`config.mk`:
```
export PLATFORM = sky130hd
export DESIGN_NAME = instr_mem
export DESIGN_NICKNAME = d
export VERILOG_FILES = /design/src/rtl/instr_mem.sv
export SDC_FILE = /design/constraint.sdc
export NUM_CORES = 2
export LEC_CHECK = 0
export BUFFER_PORTS_ARGS = -buffer_cell sky130_fd_sc_hd__clkbuf_2
export CELL_PAD_IN_SITES_DETAIL_PLACEMENT = 1
export CELL_PAD_IN_SITES_GLOBAL_PLACEMENT = 1
export CORE_MARGIN = 5
export CORE_UTILIZATION = 48
export DETAILED_ROUTE_END_ITERATION = 7
export PLACE_DENSITY_LB_ADDON = 0.1
export SYNTH_ARGS = -nofsm -noshare
export SYNTH_HDL_FRONTEND = slang
export SYNTH_SLANG_ARGS = --single-unit
```
`constraint.sdc`:
```
create_clock -name clk -period 2.55 [get_ports clk]
set_clock_uncertainty 0.1 [all_clocks]
set_input_delay 0.1275 -clock clk [delete_from_list [all_inputs] [get_ports clk]]
set_output_delay 0.1275 -clock clk [all_outputs]
set_load 0.02 [all_outputs]
```
`src/rtl/instr_mem.sv`:
```
// Halfword instruction memory: byte-addressed PC in, registered 16-bit
// instruction out one clock later. One write port for program loading,
// write-first on a same-halfword collision, and a synchronous clear of all contents.
module instr_mem #(
  parameter int ADDR_WIDTH = 8,
  parameter int DATA_WIDTH = 16,
  parameter int DEPTH      = 2**(ADDR_WIDTH-1)
) (
  input  logic                  clk,
  input  logic                  rst,
  input  logic [ADDR_WIDTH-1:0] pc,
  output logic [DATA_WIDTH-1:0] instruction,
  output logic                  misaligned,
  input  logic                  wr_en,
  input  logic [ADDR_WIDTH-1:0] wr_addr,
  input  logic [DATA_WIDTH-1:0] wr_data
);

  localparam int IW = ADDR_WIDTH - 1;

  logic [DATA_WIDTH-1:0] mem_q [DEPTH];
  logic [DATA_WIDTH-1:0] mem_d [DEPTH];
  logic [DATA_WIDTH-1:0] instr_q, instr_d;
  logic                  mis_q, mis_d;

  // Bit 0 of either address only selects a byte, so it never reaches the index.
  logic [IW-1:0] ridx, widx;
  assign ridx = pc[ADDR_WIDTH-1:1];
  assign widx = wr_addr[ADDR_WIDTH-1:1];

  // Next memory image: the current contents with the load port's halfword replaced.
  always_comb begin
    mem_d = mem_q;
    if (wr_en) mem_d[widx] = wr_data;
  end

  // Read path: a same-halfword write is forwarded so the fetch sees the new word.
  always_comb begin
    instr_d = mem_q[ridx];
    if (wr_en && (widx == ridx)) instr_d = wr_data;
    mis_d = pc[0];
  end

  // All state: a reset clears storage and outputs and overrides a pending write.
  always_ff @(posedge clk) begin
    if (rst) begin
      mem_q   <= '{default: '0};
      instr_q <= '0;
      mis_q   <= 1'b0;
    end else begin
      mem_q   <= mem_d;
      instr_q <= instr_d;
      mis_q   <= mis_d;
    end
  end

  assign instruction = instr_q;
  assign misaligned  = mis_q;

endmodule

```
==> reports/qor.csv <==
metric,value,unit
Fmax,396.2,MHz
RR Startpoint,mem_q[1933],
die width,439.4,um
WP data arrival,3.16,ns
Period minus WS final,2.524,ns
Slew @ Worst Pin,1.270,ns
DRC violations left,0,
Avg WL per Cell,27.43,um
post-route ant nets,0,
Synth top area share,46.71,%
clock latency on the worst-skew pair,0.88,ns
async set or reset register ratio after synthesis,0,%
# setup viols final,0,
Top Usage Layer GRT,met2,
area grow syn2layout,16.69,%
Die Y-Extent,439.4,um
family with the most delay on the worst path,compound AO/OA/AOI/OAI gates,
synth top area cells,"dfxtp_1 47%, nand2_1 18%, a21oi_1 12%",
WHS Endpoint,instruction[9],
slowest CP cell,o221ai_1,
post-DP HPWL,241000,um
first-pass GRT wire length,552400,um
final hold viol count,0,
Worst setup EP type,flop,
die area,193100,um^2
RSZ-0062 raised after global routing,no,
"slowest stage delay, CP",0.43,ns
hold_sp,pc[4],
Detailed Route Iter0 Violations,8352,
post-route insts no fill,13560,
via count,84010,
PwrDens,674.4,nW/um^2
post-synthesis sequential area ratio,46.71,%
"EDFF count, synth",0,
Critical Path Fanout Max,2,
Initial Util,48.29,%
Tcrit/Tclk final,98.99,%
Core Footprint,183300,um^2
R2R setup slack,0.03,ns
setup TNS,0,ns
Sink Count,2065,
layout cells sized above 1,15.35,%
Bufs on Longest Clock Path,3,
IO Count,52,
critical path class,reg2reg,
total CTS buffers,218,
Slew HR,15.35,%
Critical Path RT,3.19,ns
Total GRT Usage,37.48,%
"Avg Cell Area, Syn",8.252,um^2
Worst VDD drop,0.7247,mV
Root Buffer,clkbuf_16,
hold path depth,4,
DRT Pass-1 Iters,5,
max-slew violations,0,
met3 GRT Util,7.264,%
Setup crit start kind,flop,
Gate Count Post-Synth,10730,
vias per cell,6.195,
GRT overflow,0,
WL final,372000,um
R2R cell count,7,
Yosys reg bits,2065,
met2 track demand over resource,60.22,%
# H-tree levels,4,
Port Buf Inserts,50,
synthesized area,88500,um^2
nets@finish,10960,
hold crit path type,in2reg,
top post-synthesis cells by count,"4296 x nand2_1, 2071 x a21oi_1, 2065 x dfxtp_1",
Pleak,0.03400,uW
tightest hold margin,0.07089,ns
Synthesis Warnings,0,
"CTS clk-pin slew, worst paths",0.06,ns
pin count of the biggest net entering global routing,227,
GP Congestion,0.9351,
grt met1 use,47.57,%
status,completed,
Syn Nets,10760,
initial antenna violation count,15,
most common flop cell mapped by yosys,dfxtp_1,
CTS tree,built,
Row Count,157,
Netlist cell types,62,
Crit Reg-Reg Endpoint,instruction[13],
Buf/Inv on CP,1,
Cells after DPL,13150,
most frequent cell after synthesis,nand2_1,
cell taking the most area after synthesis,dfxtp_1,
number of global-route vias before repair,86860,
max-cap viol count,0,
"Cell Chain, Critical Path",mux2_2 > o221ai_1 > buf_4 > o22ai_1 > nor4b_1 > o221ai_1 > nor4b_1,
==> layer usage <==
metal / wire, um / up-vias
li1: - / 36570
met3: 30620 / 1097
met4: 23650 / 4
met2: 170400 / 3609
met1: 147300 / 42730
met5: 23 / -
==> stage by stage <==
step | cell area (um^2) | total power (uW) | util [%] | worst slack, ns
2_1_floorplan | 88500 | 35420 | - | 0.5411
3_3_place_gp | 95770 | 37540 | 52.25 | -1.205
3_5_place_dp | 95780 | 37590 | 52.26 | -1.147
4_1_cts | 103200 | 69640 | 56.33 | 0.01051
5_1_grt | 103300 | 71220 | 56.34 | 0.01877
6_report | 103300 | 69640 | 56.35 | 0.02576
==> worst max path at each step <==
stage | from | end | slack (ns) | cells after the start
final | mem_q[1933] | instruction[13] | 0.03 | 7
after CTS | mem_q[1299] | instruction[3] | 0.01 | 6
after global placement | pc[1] | instruction[3] | -1.21 | 9
after detailed placement | pc[1] | instruction[3] | -1.15 | 9
after global routing | mem_q[1741] | instruction[13] | 0.02 | 7
after floorplan | pc[1] | instruction[1] | 0.54 | 8
==> area by class of cell <==
type,instances,area [um^2]
Clock buffer,331,6559
Inverter,22,82.58
Fill cell,21540,80000
Tap cell,2464,3083
Sequential cell,2065,41340
Multi-Input combinational cell,7705,42830
Clock inverter,50,635.6
Timing Repair Buffer,917,8723
Antenna cell,7,17.52
==> sequential cells by signal, summed over array words and instances, names as in the netlist <==
name,flops
instruction,16
mem_q,2048
misaligned,1
==> what timing repair did <==
action,CTS,global route
hold endpoints to repair,2002,0
setup buffers,0,0
gates resized for setup,6,5
pin swaps,0,1
gates cloned,0,0
endpoints found under the setup margin,4,6
hold buffers,23,0
==> cell families after synthesis <==
family	share of synthesized area [%]
compound gates	14.95
xor+xnor	0.06928
buf+inv	5.078
flops	46.71
mux	13.11
simple gates	20.08
==> where the power goes <==
group          switching [uW]  internal, uW  total (uW)
clock network           13700         18900       32600
registers                96.0         32400       32400
logic                    3260          1380        4640
total                   17000         52600       69600
==> layout by cell type (no fill, tap or decap), types with 9 or more instances in the layout <==
master | Yosys | layout
dlygate4sd3_1 | 0 | 23
o21ai_0 | 57 | 55
buf_4 | 37 | 704
a221oi_1 | 11 | 10
buf_6 | 37 | 16
a32oi_1 | 11 | 11
o211ai_1 | 12 | 12
nor4_1 | 10 | 9
a211oi_1 | 21 | 19
clkbuf_1 | 679 | 53
mux4_2 | 415 | 415
dfxtp_1 | 2065 | 2065
clkbuf_2 | 1 | 28
clkbuf_16 | 0 | 225
clkbuf_8 | 0 | 53
nand3_1 | 64 | 62
o22ai_1 | 45 | 45
buf_12 | 6 | 142
nand2b_1 | 10 | 9
o221ai_1 | 47 | 47
inv_1 | 20 | 18
a21oi_1 | 2071 | 2067
nor3_1 | 11 | 9
a22o_1 | 10 | 10
a22oi_1 | 115 | 115
o2bb2ai_1 | 16 | 16
clkinv_2 | 0 | 28
nand2_1 | 4296 | 4296
bufinv_16 | 0 | 13
nor2b_1 | 21 | 18
mux2_2 | 15 | 15
mux4_1 | 13 | 13
a21boi_0 | 18 | 18
mux2i_1 | 174 | 174
nand4_1 | 20 | 20
nor2_1 | 161 | 152
==> worst reg2reg max path, delay by kind of cell (launching register included) <==
kind	cells	cell delay (ns)
buffers and inverters	1	0.21
multiplexers	1	0.27
AO/OA/AOI/OAI	3	0.89
flip-flops	1	0.33
AND/OR/NAND/NOR	2	0.60
Note: power is estimated with default switching activity, not from simulation.
